[src/rtl/rf_access_arbiter.sv]
// Round-robin arbiter for the single register-file port shared by the core and
// the debug unit, with a bulk-clear sequencer that writes CLEAR_VAL everywhere.
module rf_access_arbiter #(
    parameter int                 DATA_W    = 8,
    parameter int                 ADDR_W    = 3,
    parameter int                 NUM_REGS  = 8,
    parameter logic [DATA_W-1:0]  CLEAR_VAL = '0
) (
    input  logic              Clk,
    input  logic              Reset,
    input  logic              req0,
    input  logic              we0,
    input  logic [ADDR_W-1:0] addr0,
    input  logic [DATA_W-1:0] wdata0,
    input  logic              req1,
    input  logic              we1,
    input  logic [ADDR_W-1:0] addr1,
    input  logic [DATA_W-1:0] wdata1,
    input  logic              clr_req,
    output logic              ack0,
    output logic              ack1,
    output logic [DATA_W-1:0] rdata,
    output logic              clr_done,
    output logic              busy,
    output logic [ADDR_W-1:0] rf_addr,
    output logic [DATA_W-1:0] rf_wdata,
    output logic              rf_we,
    input  logic [DATA_W-1:0] rf_rdata
);

    localparam logic [1:0] IDLE  = 2'd0;
    localparam logic [1:0] XFER  = 2'd1;
    localparam logic [1:0] CLEAR = 2'd2;

    localparam logic [ADDR_W-1:0] LAST_ADDR = ADDR_W'(NUM_REGS - 1);

    logic [1:0]        state;
    logic [ADDR_W-1:0] cnt;
    logic              last_gnt;
    logic              gnt_id;
    logic              lat_we;
    logic [ADDR_W-1:0] lat_addr;
    logic [DATA_W-1:0] lat_wdata;
    logic              elig0;
    logic              elig1;
    logic              pick;

    // A requester being acked this cycle still has req high; mask it so the
    // same transaction is not served twice.
    assign elig0 = req0 && !ack0;
    assign elig1 = req1 && !ack1;

    always_comb begin
        if (elig0 && elig1)
            pick = ~last_gnt;
        else
            pick = elig1;
    end

    always_ff @(posedge Clk or posedge Reset) begin
        if (Reset) begin
            state     <= IDLE;
            cnt       <= '0;
            last_gnt  <= 1'b1;
            gnt_id    <= 1'b0;
            lat_we    <= 1'b0;
            lat_addr  <= '0;
            lat_wdata <= '0;
            ack0      <= 1'b0;
            ack1      <= 1'b0;
            rdata     <= '0;
            clr_done  <= 1'b0;
        end else begin
            ack0     <= 1'b0;
            ack1     <= 1'b0;
            clr_done <= 1'b0;
            case (state)
                IDLE: begin
                    if (clr_req) begin
                        state <= CLEAR;
                        cnt   <= '0;
                    end else if (elig0 || elig1) begin
                        state     <= XFER;
                        gnt_id    <= pick;
                        lat_we    <= pick ? we1    : we0;
                        lat_addr  <= pick ? addr1  : addr0;
                        lat_wdata <= pick ? wdata1 : wdata0;
                    end
                end
                XFER: begin
                    // Combinational read happens before the write lands, so a
                    // write returns the previous contents.
                    rdata    <= rf_rdata;
                    last_gnt <= gnt_id;
                    if (gnt_id)
                        ack1 <= 1'b1;
                    else
                        ack0 <= 1'b1;
                    state <= IDLE;
                end
                CLEAR: begin
                    if (cnt == LAST_ADDR) begin
                        cnt      <= '0;
                        state    <= IDLE;
                        clr_done <= 1'b1;
                    end else begin
                        cnt <= cnt + 1'b1;
                    end
                end
                default: state <= IDLE;
            endcase
        end
    end

    // Port drive is decoded from state so an async reset drops rf_we at once.
    always_comb begin
        rf_we    = 1'b0;
        rf_addr  = '0;
        rf_wdata = '0;
        case (state)
            XFER: begin
                rf_we    = lat_we;
                rf_addr  = lat_addr;
                rf_wdata = lat_wdata;
            end
            CLEAR: begin
                rf_we    = 1'b1;
                rf_addr  = cnt;
                rf_wdata = CLEAR_VAL;
            end
            default: ;
        endcase
    end

    assign busy = (state != IDLE);

endmodule

[config.mk]
export PLATFORM = sky130hd
export DESIGN_NAME = rf_access_arbiter
export DESIGN_NICKNAME = d
export VERILOG_FILES = /design/src/rtl/rf_access_arbiter.sv
export SDC_FILE = /design/constraint.sdc
export NUM_CORES = 1
export LEC_CHECK = 0
export CELL_PAD_IN_SITES_DETAIL_PLACEMENT = 1
export CELL_PAD_IN_SITES_GLOBAL_PLACEMENT = 1
export CORE_ASPECT_RATIO = 1.25
export CORE_UTILIZATION = 35
export DETAILED_ROUTE_END_ITERATION = 10
export PLACE_DENSITY_LB_ADDON = 0.1
export SLEW_MARGIN = 30
export SYNTH_ARGS = -nofsm -noshare
export SYNTH_HDL_FRONTEND = slang
export SYNTH_SLANG_ARGS = --single-unit
export TNS_END_PERCENT = 30
[constraint.sdc]
create_clock -name Clk -period 2.7 [get_ports Clk]
set_input_delay 0.81 -clock Clk [delete_from_list [all_inputs] [get_ports Clk]]
set_output_delay 0.81 -clock Clk [all_outputs]
set_load 0.01 [all_outputs]
**Yosys cells after proc, flatten, opt, wreduce, memory -nomap -nowiden**

Cells that the tools add are included.

- Bits in registers: 30
- Input port bits: 37
- Output and inout port bits: 24
- Word-level logic and storage cells: 52

- $add $sub $neg: 1
- Equal/unequal tests: 6
- Multiplexer cells: 20
- Bitwise logic cells: 2
- Reductions and logical operators: 12

Operators by type and width:

| operator | count |
|---|---|
| two-way mux 8 bit | 2 |
| one-hot mux 3 bit (2 select lines) | 2 |
| two-way mux 3 bit | 3 |
| two-way mux 1 bit | 8 |
| two-way mux 2 bit | 3 |
| inequality test 2 bit, second input constant | 2 |
| one-hot mux 2 bit (2 select lines) | 1 |
| AND reduction 2 bit | 2 |
| nonzero test 2 bit | 2 |
| adder 3 x 1 -> 3 bit, second input constant | 1 |
| == test 3 bit, second input constant | 1 |
| logical AND 1 bit | 3 |
| inequality test 3 bit, second input constant | 1 |
| AND reduction 3 bit | 1 |
| == test 2 x 1 -> 1 bit, second input constant | 1 |
| == test 2 bit, second input constant | 1 |
| zero test 1 bit | 2 |
| zero test 2 bit | 1 |
| NOT 1 bit | 2 |
| one-hot mux 1 bit (2 select lines) | 1 |
| logical OR 1 bit | 1 |

**Depth between registers and ports, before layout**

- Word-level depth: 6
- Gate-level depth with buffers: 7
- Mapped depth without buffers: 6

**Worst setup path after synthesis**

OpenSTA, ideal clock, no wires.

- Kind: register to output
- Start point: register state[1]
- End point: output port rf_we
- Arrival time: 1.159 ns
- Required time: 1.890 ns
- Setup slack: 0.731 ns
- Stages on the path, launching flop included: 6
- Buffers on the path: 1
- Path through: dfrtp_1 > inv_1 > ha_1 > buf_2 > a21oi_1 > nor2b_1

- Longest elaborated chain between the ends: 2
- Elaborated cells on any way between the ends: 3
- Those cells by class: 2 x eq/ne; 1 x mux

RTL lines:

| item | RTL line | text |
|---|---|---|
| start, declared | 37 | `logic [1:0] state;` |
| start signal, assigned | 62 | `state <= IDLE;` |
| start signal, assigned | 80 | `state <= CLEAR;` |
| start signal, assigned | 83 | `state <= XFER;` |
| == test 2 bit or == test 2 x 1 -> 1 bit (tied branches) | 120 | `case (state)` |
| one-hot mux 1 bit (2 select lines) (*) | 120 |  |
| end, declared | 27 | `output logic rf_we,` |

Mark *: on every way between the ends. The rest lies on a longest branch, timed or not.

**Final worst setup path**

- Start point: register state[1]
- End point: output port rf_wdata[0]

- Longest elaborated chain between the ends: 2

RTL lines:

| item | RTL line | text |
|---|---|---|
| == test 2 x 1 -> 1 bit | 120 |  |
| two-way mux 8 bit | 120 |  |
| end, declared | 26 | `output logic [DATA_W-1:0] rf_wdata,` |

Every way passes these cells.

==> parameters.txt <==
Parameter                              Value

Timing
  Maximum clock rate    384 MHz
  Max-slew violation count    0
  Relative slew slack    70.7%
  Final Hold Violating Endpoints    0
  Transition at the pin with the smallest max-transition slack    0.440 ns
  Final setup violating endpoints    0
  Worst setup skew after layout    0.00572 ns
  Min Tclk post-route    2.61 ns
  Share of the cycle needed by the critical path after routing    96.5%

Worst setup path
  Cell-by-cell trace of the critical path    inv_1, ha_4, buf_4, and2_1, clkdlybuf4s50_1
  Startpoint type of the worst setup path    flop
  Max incr delay on CP    0.53 ns
  Maximum fanout along the worst path    10
  Data arrival, critical path    1.80 ns
  Required time at the worst-slack endpoint    1.89 ns
  Slowest cell on crit path    sky130_fd_sc_hd__clkdlybuf4s50_1
  WS Path Type    reg2out
  Type of destination of the critical path    output port

CTS
  Clk_lat worst skew    0.28 ns
  Number of buffers between clock root and the deepest sink    2
  Clk sinks    30
  H-Tree Level Count    2
  CTS clock-pin slew for the worst setup and hold paths    0.07 ns
  Clock Root Buffer    sky130_fd_sc_hd__clkbuf_8
  CTS tree    yes
  Number of CTS-inserted buffers    5

Yosys
  YS warnings    0
  Area share of the largest cell type after synthesis    46.6%
  Sequential share of the synthesized area    48.3%
  Count of flip-flops with a built-in enable after synthesis    0
  Mapped Area    0.00156 sq mm
  Count of different cell masters after synthesis    28
  Asr flop ratio synth    100%
  Synthesized netlist net count    191
  Synth Instances    148
  Cell with the most instances after synthesis    sky130_fd_sc_hd__dfrtp_1
  Yosys top cell by area    sky130_fd_sc_hd__dfrtp_1
  Avg Inst Size Synth    10.5 sq um
  Total of flip-flops plus latches after synthesis    30
  Prevailing post-synth register cell    sky130_fd_sc_hd__dfrtp_1
  Most common library cells after synthesis    sky130_fd_sc_hd__dfrtp_1 (29), sky130_fd_sc_hd__nand2_1 (27), sky130_fd_sc_hd__nor2_1 (12)
  Synth top area cells    sky130_fd_sc_hd__dfrtp_1 (47%), sky130_fd_sc_hd__mux2_2 (7.2%), sky130_fd_sc_hd__nand2_1 (6.5%)

Finish
  Fraction of layout cells with a size suffix above 1    20.4%
  Final instance count without filler cells    272
  Final net count    258
  Final core utilization    57.3%
  Ant. Diodes    0
  Area delta synth->final    53.3%

Route
  First-pass iteration count of the detailed router    4
  Starting DRC count in detailed routing    43
  Antenna Violating Nets Remaining    0
  Vias after detailed routing    1364
  Wire length per cell    16.4 microns
  Remaining design rule violation count    0
  Overall routed net length    4450 microns
  Detail-routed via count per cell    5.01

Placed design
  HPWL after detailed placement    3380 microns
  Total of buffers placed on input and output ports    60
  Global placer's final weighted congestion    0.750
  Post-placement cell count    262

Floorplanning
  I/O Pins    61
  Die extent in x    61.7 microns
  Number of rows created at floorplan    26
  Core region area    0.00416 sq mm
  Die height    76.6 microns
  Starting density of the core    37.4%
  Area of the die    0.00472 sq mm

Global routing
  Initial antenna violation count    0
  GRT Overall Usage    21.2%
  Largest net degree at the start of global routing    31
  Via count of the first global-routing pass    1525
  GR Overflow Total    0
  Wire length of the first global-routing pass    7190 microns

Power and ir drop
  Cell Pwr Density    1050 mW/mm^2
  Max IR drop VDD    557 uV
  Total power of the final layout    2.50 mW
  Leak pwr    0.961 nW

Worst hold path
  Path type of the worst min-delay path    reg2reg

Flow run
  Number of max-capacitance violations reported    0

Status
  Result of the run    completed
[where the power goes]
part / leakage [nW] / total (mW) / internal (mW) / switching [mW]
Combinational: 0.553 / 1.24 / 0.669 / 0.575
Clock: 0.0504 / 0.458 / 0.274 / 0.184
Sequential: 0.357 / 0.794 / 0.664 / 0.131
[placed cells by master, fill, tap and decap left out, drive strengths merged, types with 4 or more instances in the layout]
cell type      count
a21oi              5
a31oi             13
and2              10
buf                6
clkbuf             5
clkdlybuf4s50     60
dfrtp             29
ha                 6
inv                7
mux2              10
nand2             27
nand2b             4
nor2              12
nor2b              5
[layout make-up]
cell class	instances	area, sq um
Clock buffer	5	68.8
Multi-Input combinational cell	105	767
Fill cell	501	1780
Timing Repair Buffer	66	658
Tap cell	56	70.1
Clock inverter	3	45.0
Sequential cell	30	752
Inverter	7	26.3
[kinds of logic (layout without fill, tap and decap cells)]
| family | Yosys count | count (layout) | synth area share (%) |
|---|---|---|---|
| adders and majority gates | 6 | 6 | 4.82 |
| AOI/OAI and AO/OA | 27 | 27 | 15.8 |
| buffers and inverters | 13 | 81 | 4.26 |
| muxes | 11 | 11 | 7.87 |
| DFF | 30 | 30 | 48.3 |
| and+or+nand+nor | 61 | 61 | 19.0 |
[repair_timing]
item,in CTS,in global routing
endpoints found under the setup margin,12,10
resized for setup,1,5
buffers inserted,0,2
hold buffers,0,0
gates cloned,0,0
[sequential cells by signal, summed over array words and instances, names as in the netlist]
name / flops
ack0: 1
ack1: 1
clr_done: 1
cnt: 3
gnt_id: 1
last_gnt: 1
lat_addr: 3
lat_wdata: 8
lat_we: 1
rdata: 8
state: 2
[per-stage QoR]
stage	setup slack (ns)	hold slack [ns]	instance area, sq um	setup TNS (ns)
6_report	0.0934	0.482	2390	0
3_5_place_dp	0.178	0.475	2230	0
2_1_floorplan	0.731	0.429	1560	0
3_3_place_gp	0.216	0.444	2230	0
5_1_grt	-0.00548	0.510	2390	-0.00548
4_1_cts	-0.0268	0.485	2350	-0.0912
[worst paths after layout]
path                                           start                  endpoint  slack (ns)  cells past startpoint
worst max-delay path            state[1]$_DFFE_PP0P_               rf_wdata[0]        0.09                      5
worst min register to register    gnt_id$_DFFE_PP0P_            ack0$_DFF_PP0_        0.48                      1
min in group asynchronous                      Reset        cnt[0]$_DFFE_PP0P_        0.92                      3
max in group asynchronous                      Reset      last_gnt$_DFFE_PP1N_        1.47                      3
worst min-delay path              gnt_id$_DFFE_PP0P_            ack0$_DFF_PP0_        0.48                      1
worst max register to register  state[1]$_DFFE_PP0P_  lat_wdata[5]$_DFFE_PP0P_        0.90                      7
[critical path, delay by kind of cell (launching register included)]
kind | cells | cell delay [ns]
buffers and inverters | 3 | 0.80
AND/OR/NAND/NOR | 1 | 0.12
flip-flops | 1 | 0.38
adder cells (fa/ha/maj) | 1 | 0.21
[layer usage]
| metal | vias up | wire [microns] | global-route usage [%] |
|---|---|---|---|
| met5 | - | 0 | 0 |
| met4 | 0 | 87 | 8.67 |
| met3 | 8 | 229 | 5.26 |
| met2 | 43 | 2540 | 37.8 |
| met1 | 678 | 1590 | 22.5 |
| li1 | 635 | - | - |
(Power assumes the default switching activity.)
